## config.mk

```make
export PLATFORM = sky130hd
export DESIGN_NAME = ppu_oam_dma
export DESIGN_NICKNAME = d
export VERILOG_FILES = /design/src/rtl/ppu_oam_dma.sv
export SDC_FILE = /design/constraint.sdc
export NUM_CORES = 1
export LEC_CHECK = 0
export ABC_AREA = 1
export ABC_CLOCK_PERIOD_IN_PS = 2500
export BUFFER_PORTS_ARGS = -buffer_cell sky130_fd_sc_hd__buf_2
export CORE_MARGIN = 10
export CORE_UTILIZATION = 45
export CTS_CLUSTER_DIAMETER = 200
export DETAILED_ROUTE_END_ITERATION = 16
export GPL_TIMING_DRIVEN = 0
export PLACE_DENSITY_LB_ADDON = 0.12
export SYNTH_ARGS = -nofsm -noshare
export SYNTH_HDL_FRONTEND = slang
export SYNTH_SLANG_ARGS = --single-unit
export TNS_END_PERCENT = 30
```

## constraint.sdc

```tcl
create_clock -name clk_in -period 2.5 [get_ports clk_in]
set_input_delay 0.125 -clock clk_in [delete_from_list [all_inputs] [get_ports clk_in]]
set_output_delay 0.125 -clock clk_in [all_outputs]
set_load 0.005 [all_outputs]
```

## src/rtl/ppu_oam_dma.sv

```systemverilog
// OAM DMA engine: a write of a page number to 16'h4014 halts the CPU and copies that page into OAM through the PPU register port.
// Optional build macro OAM_DMA_ODD_ALIGN_EN adds one extra alignment cycle when the trigger lands on an odd clock.
module ppu_oam_dma (
  input  logic        clk_in,
  input  logic        rst_in,
  input  logic        cpu_wr_stb_in,
  input  logic [15:0] cpu_a_in,
  input  logic [7:0]  cpu_d_in,
  output logic        cpu_rdy_out,
  output logic        dma_active_out,
  output logic [15:0] dma_a_out,
  output logic        dma_r_nw_out,
  output logic [2:0]  ri_sel_out,
  output logic        ri_ncs_out,
  output logic        ri_r_nw_out,
  output logic [7:0]  ri_d_out
);

  localparam int unsigned PageW = 8;
  localparam int unsigned CntW  = 8;
  localparam int unsigned AddrW = PageW + CntW;

  localparam logic [15:0]     TrigAddr = 16'h4014;
  localparam logic [2:0]      OamData  = 3'h4;
  localparam logic [CntW-1:0] LastCnt  = 8'hFF;

  localparam logic [2:0] StIdle   = 3'd0;
  localparam logic [2:0] StAlign  = 3'd1;
  localparam logic [2:0] StRdAddr = 3'd2;
  localparam logic [2:0] StRdData = 3'd3;
  localparam logic [2:0] StWr     = 3'd4;

  logic [2:0]       state_q, state_d;
  logic [PageW-1:0] page_q, page_d;
  logic [CntW-1:0]  cnt_q, cnt_d;
  logic [7:0]       buf_q, buf_d;

  logic             rdy_q, rdy_d;
  logic             active_q, active_d;
  logic [AddrW-1:0] dma_a_q, dma_a_d;
  logic [2:0]       ri_sel_q, ri_sel_d;
  logic             ri_ncs_q, ri_ncs_d;
  logic             ri_r_nw_q, ri_r_nw_d;
  logic [7:0]       ri_d_q, ri_d_d;

  logic             trigger_c;

`ifdef OAM_DMA_ODD_ALIGN_EN
  logic parity_q;
  logic extra_q, extra_d;
`endif

  assign trigger_c = cpu_wr_stb_in && (cpu_a_in == TrigAddr);

  // Next-state logic; outputs are derived from the next state so they line up with it.
  always_comb begin
    state_d = state_q;
    page_d  = page_q;
    cnt_d   = cnt_q;
    buf_d   = buf_q;
`ifdef OAM_DMA_ODD_ALIGN_EN
    extra_d = extra_q;
`endif
    case (state_q)
      StIdle: begin
        if (trigger_c) begin
          page_d  = cpu_d_in;
          cnt_d   = '0;
          state_d = StAlign;
`ifdef OAM_DMA_ODD_ALIGN_EN
          extra_d = parity_q;
`endif
        end
      end
      StAlign: begin
`ifdef OAM_DMA_ODD_ALIGN_EN
        if (extra_q) begin
          extra_d = 1'b0;
        end else begin
          state_d = StRdAddr;
        end
`else
        state_d = StRdAddr;
`endif
      end
      StRdAddr: state_d = StRdData;
      StRdData: begin
        buf_d   = cpu_d_in;
        state_d = StWr;
      end
      StWr: begin
        cnt_d   = CntW'(cnt_q + 1'b1);
        state_d = (cnt_q == LastCnt) ? StIdle : StRdAddr;
      end
      default: state_d = StIdle;
    endcase

    active_d  = (state_d != StIdle);
    rdy_d     = ~active_d;
    ri_sel_d  = active_d ? OamData : 3'h0;
    ri_r_nw_d = ~active_d;
    ri_ncs_d  = (state_d != StWr);
    dma_a_d   = (state_d == StRdAddr) ? {page_d, cnt_d} : dma_a_q;
    ri_d_d    = (state_d == StWr) ? buf_d : ri_d_q;
  end

  always_ff @(posedge clk_in) begin
    if (rst_in) begin
      state_q   <= StIdle;
      page_q    <= '0;
      cnt_q     <= '0;
      buf_q     <= '0;
      rdy_q     <= 1'b1;
      active_q  <= 1'b0;
      dma_a_q   <= '0;
      ri_sel_q  <= 3'h0;
      ri_ncs_q  <= 1'b1;
      ri_r_nw_q <= 1'b1;
      ri_d_q    <= '0;
    end else begin
      state_q   <= state_d;
      page_q    <= page_d;
      cnt_q     <= cnt_d;
      buf_q     <= buf_d;
      rdy_q     <= rdy_d;
      active_q  <= active_d;
      dma_a_q   <= dma_a_d;
      ri_sel_q  <= ri_sel_d;
      ri_ncs_q  <= ri_ncs_d;
      ri_r_nw_q <= ri_r_nw_d;
      ri_d_q    <= ri_d_d;
    end
  end

`ifdef OAM_DMA_ODD_ALIGN_EN
  // Free-running clock parity; decides whether ALIGN needs its second cycle.
  always_ff @(posedge clk_in) begin
    if (rst_in) begin
      parity_q <= 1'b0;
      extra_q  <= 1'b0;
    end else begin
      parity_q <= ~parity_q;
      extra_q  <= extra_d;
    end
  end
`endif

  assign cpu_rdy_out    = rdy_q;
  assign dma_active_out = active_q;
  assign dma_a_out      = dma_a_q;
  assign dma_r_nw_out   = 1'b1;
  assign ri_sel_out     = ri_sel_q;
  assign ri_ncs_out     = ri_ncs_q;
  assign ri_r_nw_out    = ri_r_nw_q;
  assign ri_d_out       = ri_d_q;

endmodule

```

Word-level counts from Yosys, hierarchy flattened
Cells that the tools add are included.
{"block": "word_totals", "regBits": 57, "inputBits": 27, "output_inout_bits": 32, "elab_cells": 33}
{"block": "classes", "addsub": 1, "n_eq_ne": 9, "n_mux": 9, "n_bitwise": 1, "n_reduce_logical": 3}
{"operator": "$mux W8", "n": 4}
{"operator": "$eq A16 B15 Y1 const B", "n": 1}
{"operator": "$pmux W8 S2", "n": 1}
{"operator": "$pmux W3 S5", "n": 1}
{"operator": "$eq A3 B2 Y1 const B", "n": 3}
{"operator": "$add A8 B1 Y8 const B", "n": 1}
{"operator": "$eq A8 B8 Y1 const B", "n": 1}
{"operator": "$eq A3 B3 Y1 const B", "n": 2}
{"operator": "$mux W3", "n": 2}
{"operator": "$eq A3 B1 Y1 const B", "n": 1}
{"operator": "$logic_not A3 Y1", "n": 1}
{"operator": "$ne A3 B3 Y1 const B", "n": 1}
{"operator": "$reduce_bool A3 Y1", "n": 1}
{"operator": "$mux W2", "n": 1}
{"operator": "$logic_and A1 B1 Y1", "n": 1}
{"operator": "$not A1 Y1", "n": 1}

Logic depth before layout (Yosys ltp)
Gate-level depths: netlist of the first run.
{"block": "logic_depth", "ltp_word": 6, "ltp_mapped": 13}

Least setup slack after synthesis of the first run
OpenSTA, ideal clock, no wires.
{"block": "synth_path", "path_type": "flip-flop to flip-flop", "start": "register cnt_q[1]", "end": "register dma_a_q[4], in the netlist dma_a_out[4]", "setup_time_ps": 109, "t_arrival_ps": 1318, "slack_ps": 1073, "path_stages_with_launch": 14, "path_buffers": 1, "period_less_slack_ps": 1427, "cell_sequence": "dfxtp_1 ha_1 nand3_1 inv_1 nand2_1 nand2_2 nand2_2 inv_2 nor2_8 buf_6 nor2_1 nor2_1 nand2_1 inv_1"}
{"block": "synth_via", "elab_chain_len": 4, "word_cells_on_any_way": 6, "cone_classes": "add/sub (1); eq/ne (2); mux (3)"}
{"item": "from (decl)", "line_no": "35", "text": "logic [CntW-1:0] cnt_q, cnt_d;"}
{"item": "from (signal assigned)", "line_no": "123", "text": "cnt_q <= cnt_d;"}
{"item": "$eq A8 B8 Y1", "line_no": "93", "text": "state_d = (cnt_q == LastCnt) ? StIdle : StRdAddr;"}
{"item": "$mux W2", "line_no": "93"}
{"item": "$pmux W3 S5", "line_no": "64", "text": "case (state_q)"}
{"item": "$eq A3 B2 Y1", "line_no": "103", "text": "dma_a_d = (state_d == StRdAddr) ? {page_d, cnt_d} : dma_a_q;"}
{"item": "to (signal assigned)", "line_no": "127", "text": "dma_a_q <= dma_a_d;"}
{"item": "to (decl)", "line_no": "40", "text": "logic [AddrW-1:0] dma_a_q, dma_a_d;"}
Several ways; a longest one is shown, not always the timed one.
A chain may end at the register's enable or synchronous reset.

Worst setup path after layout of the first run
{"block": "layout_path", "start": "register cnt_q[0]", "end": "register dma_a_q[4], in the netlist dma_a_out[4]"}
Same word-level chain as after synthesis.

==> results of run 1 <==
## power by group through the flow
stage	Sequential [mW]	Combinational (mW)	Clock, mW
after detailed placement	0.749	0.0580	0
after global placement	0.749	0.0572	0
after floorplan	0.749	0.0265	0
after global routing	0.732	0.0657	0.514
after CTS	0.732	0.0583	0.483
final	0.732	0.0578	0.465
## cell usage in the layout, fill, tap and decap left out, types with 3 or more instances in the layout
master / synthesis / final
inv_2: 6 / 6
clkbuf_8: 0 / 6
conb_1: 2 / 3
clkbuf_1: 4 / 4
dfxtp_1: 46 / 46
buf_2: 2 / 57
nand2_1: 64 / 64
inv_1: 47 / 47
a21oi_1: 8 / 8
nor2_1: 61 / 61
o21ai_0: 10 / 10
buf_4: 5 / 5
nand4_1: 16 / 16
nand3_1: 38 / 38
## state kept, by name, summed over array words and instances (netlist names)
| register | cells |
|---|---|
| state_q | 3 |
| ri_ncs_out | 1 |
| dma_a_out | 16 |
| page_q | 8 |
| ri_d_out | 8 |
| ri_r_nw_out | 1 |
| cnt_q | 8 |
| ri_sel_out | 1 |
## logic make-up (layout without fill, tap and decap cells)
| family | count (synthesis) | in the layout | synth area share |
|---|---|---|---|
| xor+xnor | 2 | 2 | 0.007849 |
| buf+inv | 67 | 130 | 0.1295 |
| flops | 46 | 46 | 0.4126 |
| compound gates | 20 | 20 | 0.04708 |
| simple gates | 191 | 191 | 0.3941 |
| other cells | 2 | 3 | 0.003364 |
| fa+ha+maj | 1 | 1 | 0.005604 |
## worst paths after layout
kind	from	endpoint	slack (ns)	cells after the start
max reg2reg	cnt_q[0]	dma_a_out[4]	0.88	13
min	cpu_d_in[4]	ri_d_out[4]	0.07	3
min reg2reg	dma_a_out[10]	dma_a_out[10]	0.47	2
max	cnt_q[0]	dma_a_out[4]	0.88	13
## layer usage
| layer | global-route usage | share of wire |
|---|---|---|
| met5 | 0 | 0 |
| met4 | 0.04775 | 0.015 |
| met3 | 0.03824 | 0.048 |
| met2 | 0.2306 | 0.49 |
| met1 | 0.1433 | 0.44 |
## layout make-up
cell class | instances | area (sq um) | area share
Buffer | 14 | 90.09 | 0.03349
Clock buffer | 6 | 82.58 | 0.03070
Clock inverter | 2 | 12.51 | 0.004651
Inverter | 53 | 198.9 | 0.07395
Multi-Input combinational cell | 217 | 1026 | 0.3814
Sequential cell | 46 | 920.9 | 0.3423
Tap cell | 67 | 83.83 | 0.03116
Timing Repair Buffer | 55 | 275.3 | 0.1023
## through the flow
| stage | setup slack, ns | util | hold slack, ns | std cells |
|---|---|---|---|---|
| after floorplan | 1.073 | - | 0.2599 | 330 |
| after global placement | 0.9008 | 0.5458 | 0.3665 | 452 |
| after detailed placement | 0.8984 | 0.5458 | 0.3746 | 452 |
| after CTS | 0.8730 | 0.5658 | 0.06424 | 460 |
| after global routing | 0.6620 | 0.5658 | 0.08086 | 460 |
| final | 0.8846 | 0.5658 | 0.06908 | 460 |
## cells in the mapped netlist, drive strengths merged
cell type	number
ha	1
buf	9
or2	3
nand3b	1
nor2	66
xor2	2
nand2	66
o21ai	10
clkbuf	5
a21oi	8
conb	2
nand3	38
nand4	17
dfxtp	46
o21bai	2
inv	53
## tightest hold or removal path, stage by stage
cell,delay [ns]
buf_2,0.09
nor2_1,0.04
nor2_1,0.08
==> out/results.tsv, run 1 <==
metric	value	unit
IR drop worst, VDD	0.0003649	V
CP max stage cell	dfxtp_1	
Worst Path Arrival	1.82	ns
I/O Pins	59	
CTS tree	done	
Post-CTS Hold Buffers	0	
Chip Width	90.43	um
sequential area share after synthesis	0.4126	
Sink Count	46	
final setup violation count	0	
WL/cell	11.61	um
Seq pwr share	0.583	
power share of the combinational group	0.046	
port bufs	55	
Fin Setup TNS	0	ns
DR vias	2130	
Synth cell types	26	
Internal	0.9786	mW
1st-iter DRT viols	102	
CP delay by family, top	simple AND/OR/NAND/NOR gates	
Switching Power	0.2758	mW
Crit Path Category	reg2reg	
Clock Latency Late Sink	0.30	ns
GPL Wtd Cong	0.8304	
Die ar.	8178	sq um
fin crit share	0.6462	
Ys Warns	0	
Yosys reg bits	46	
root buffer cell	clkbuf_8	
setup repair after global routing missed its margin	no	
CP Launch Type	flop	
final wirelength	5342	um
max-slew violation count	0	
CP endpoint kind	flop	
vias per cell	4.630	
sw frac	0.2199	
final net count	420	
Clock transition at path regs	0.08	ns
Cell Rows	25	
clock share of power	0.371	
Total GRT Usage	0.1302	
Synth-to-Final Area Change	20.52	%
crit path time final	1.615	ns
min-delay worst type	in2reg	
Post-DP HPWL	4185	um
First-pass DRT Iterations	4	
CP cell instances	ha_1 -> nand3_1 -> inv_1 -> nand2_1 -> nand2_2 -> nand2_2 -> inv_2 -> nor2_8 -> buf_6 -> nor2_1 -> nor2_1 -> nand2_1 -> inv_1	
layout cell share with drive strength beyond 1	0.2265	
core area	4755	sq um
Mapped Area	2232	sq um
FMAX	0.6190	GHz
H-tree depth	2	
largest net degree at the start of global routing	15	
clk_skew	0.003316	ns
PostCTS Resize Cnt	0	
Post-DP Area	2595	sq um
worst stage delay on the critical path	0.38	ns
WP buf/inv	4	
GR Overflow Total	0	
CTS buffer count	5	
total setup buffers inserted after CTS	0	
Final Hold Viols	0	
post-route cell area	2690	sq um
Yosys top cell by area	dfxtp_1	
Lkg Pwr	1.395	nW
top post-synthesis cells by area	dfxtp_1 (41%), nand2_1 (11%), nor2_1 (10%)	
layout filler cell count	519	
CP Max Fanout	10	
run status	complete, no violations	
initial antenna violation count	0	
Syn Inst Count	329	
PwrDens	466.3	nW/um^2
vias in the first global route	2006	
first-pass GRT wire length	8921	um
Max Cap Violations	0	
# diodes	0	
Initial Util	0.4695	
Required @ worst endpoint	2.70	ns
final antenna-violating net count	0	
Avg Inst Size Synth	6.785	sq um
Die Y	90.43	um
Pwr Total	1.254	mW
top cell type's share of synthesized area	0.4126	
DRC viols	0	
clock buffer depth	2	
(Power assumes the default switching activity.)
==> inputs of run 2 (changes only) <==
Settings changed: ABC_CLOCK_PERIOD_IN_PS 2500 to 1500.
Clock period 2.5 ns to 1.5 ns, I/O delays scaled along.
==> out/results.tsv, run 2 (synthesis results as in run 1) <==
metric	value	unit	change
run status	complete, no violations		unchanged
CP endpoint kind	flop		unchanged
Total GRT Usage	0.1341		was 0.1302
R2R depth	12		was 13
Final Hold Viols	0		unchanged
GPL Wtd Cong	0.8304		unchanged
# diodes	0		unchanged
most common cell after layout, fill and taps aside	nand2_1		unchanged
IR drop worst, VDD	0.0006095	V	was 0.0003649 V
largest net degree at the start of global routing	15		unchanged
worst hold start	cpu_d_in[4]		unchanged
placed insts	452		unchanged
first-pass GRT wire length	9149	um	was 8921 um
CTS tree	done		unchanged
CP Launch Type	flop		unchanged
1st-iter DRT viols	142		was 102
Lkg Pwr	1.474	nW	was 1.395 nW
min-delay worst type	in2reg		unchanged
Switching Power	0.4704	mW	was 0.2758 mW
CTS buffer count	5		unchanged
final wirelength	5706	um	was 5342 um
Die ar.	8178	sq um	unchanged
WL/cell	12.06	um	was 11.61 um
layout cell share with drive strength beyond 1	0.2808		was 0.2265
fin cells	473		was 460
FMAX	0.6681	GHz	was 0.6190 GHz
setup repair after global routing missed its margin	yes		was no
Clock transition at path regs	0.08	ns	about the same
GR Overflow Total	0		unchanged
clk_skew	0.003522	ns	was 0.003316 ns
Worst Hold Path Cells	3		unchanged
Seq pwr share	0.580		was 0.583
Cell Rows	25		unchanged
Hold EP	ri_d_out[4]		unchanged
clock share of power	0.374		was 0.371
Clock Latency Late Sink	0.30	ns	about the same
Worst Path Arrival	1.71	ns	was 1.82 ns
Pwr Total	2.098	mW	was 1.254 mW
CP startpoint	state_q[1]		was cnt_q[0]
reg2reg start	state_q[1]		was cnt_q[0]
Required @ worst endpoint	1.71	ns	was 2.70 ns
Internal	1.627	mW	was 0.9786 mW
final net count	433		was 420
port bufs	55		unchanged
clock buffer depth	2		unchanged
PwrDens	726.8	nW/um^2	was 466.3 nW/um^2
vias in the first global route	2017		was 2006
Hold WS	0.01342	ns	was 0.06908 ns
Chip Width	90.43	um	unchanged
H-tree depth	2		unchanged
DRC viols	0		unchanged
Max Cap Violations	0		unchanged
root buffer cell	clkbuf_8		unchanged
final antenna-violating net count	0		unchanged
Synth-to-Final Area Change	29.32	%	was 20.52%
Initial Util	0.4695		unchanged
Reg2Reg Setup Slack	0.003	ns	was 0.88 ns
CP Max Fanout	6		was 10
vias per cell	4.653		was 4.630
Post-DP HPWL	4185	um	unchanged
crit path time final	1.497	ns	was 1.615 ns
core area	4755	sq um	unchanged
r2r endpoint	dma_a_out[7]		was dma_a_out[4]
final setup violation count	0		unchanged
Sink Count	46		unchanged
Die Y	90.43	um	unchanged
initial antenna violation count	0		unchanged
I/O Pins	59		unchanged
Fin Setup TNS	0	ns	unchanged
Crit Path Category	reg2reg		unchanged
fin util	0.6071		was 0.5658
DR vias	2201		was 2130
max FFs per register	16		unchanged
sw frac	0.2242		was 0.2199
max-slew violation count	0		unchanged
most frequent cells in the layout	nand2_1 (62), nor2_1 (60), buf_2 (56)		was nand2_1 (64), nor2_1 (61), buf_2 (57)
fin crit share	0.9978		was 0.6462
power share of the combinational group	0.046		about the same
First-pass DRT Iterations	4		unchanged
[run 2: cell count changes in the layout (fill, tap and decap cells not counted), moves of 2 or more]
cell     before  now
buf_4         5   19
dfxtp_1      46   42
dfxtp_2       0    2
dfxtp_4       0    2
nand2_1      64   62
nand2_2       2    4
nand3_1      38   36
[run 2: power by group through the flow]
stage / Combinational [mW] / Sequential, mW / Clock, mW
finish: 0.0971 / 1.22 / 0.785
global route: 0.110 / 1.22 / 0.856
CTS: 0.0976 / 1.22 / 0.805
detailed placement: 0.0967 / 1.25 / 0
global placement: 0.0954 / 1.25 / 0
floorplan: 0.0441 / 1.25 / 0
[run 2: worst max-delay path by stage]
stage | endpoint | slack (ns) | cells past startpoint
final | dma_a_out[7] | 0.003 | 12
after detailed placement | dma_a_out[4] | -0.10 | 13
after CTS | dma_a_out[4] | 0.0005 | 11
after global placement | dma_a_out[4] | -0.1 | 13
after global routing | dma_a_out[4] | -0.12 | 11
after floorplan | dma_a_out[4] | 0.07 | 13
[run 2: layer usage]
| metal | global-route usage | part of all wire |
|---|---|---|
| met2 | 0.2367 | 0.49 |
| met3 | 0.04073 | 0.052 |
| met1 | 0.1476 | 0.44 |
| met4 | 0.04907 | 0.019 |
| met5 | 0 | 0 |
[run 2: final cells by class]
class                      count  area, sq um
fill                         484         1868
multi-input combinational    217         1081
sequential                    46        930.9
timing repair buffer          68        390.4
inverter                      53        206.4
buffer                        14        98.84
tap                           67        83.83
clock buffer                   6        82.58
clock inverter                 2        12.51
[run 2: critical path, cell delays in order, from the launching register on]
cell,delay (ns)
dfxtp_4,0.36
nor2_4,0.12
clkinv_4,0.09
buf_4,0.14
nand3_1,0.08
nand2_2,0.07
inv_4,0.08
nor2_8,0.05
clkbuf_16,0.17
nor2_1,0.08
nor2_1,0.04
nand2_1,0.08
inv_1,0.03
[run 2: metrics by stage]
| stage | setup slack [ns] | cell area [sq um] |
|---|---|---|
| after floorplan | 0.07274 | 2236 |
| after global placement | -0.09920 | 2595 |
| after detailed placement | -0.1016 | 2595 |
| after CTS | 0.0004886 | 2784 |
| after global routing | -0.1178 | 2887 |
| final | 0.003243 | 2887 |
[run 2: timing repair]
action | 4_1_cts | 5_1_grt
resized for setup | 12 | 15
buffers inserted | 6 | 5
setup endpoints to repair | 18 | 19
pin swaps | 3 | 6
gates cloned | 1 | 1
hold buffers | 0 | 0
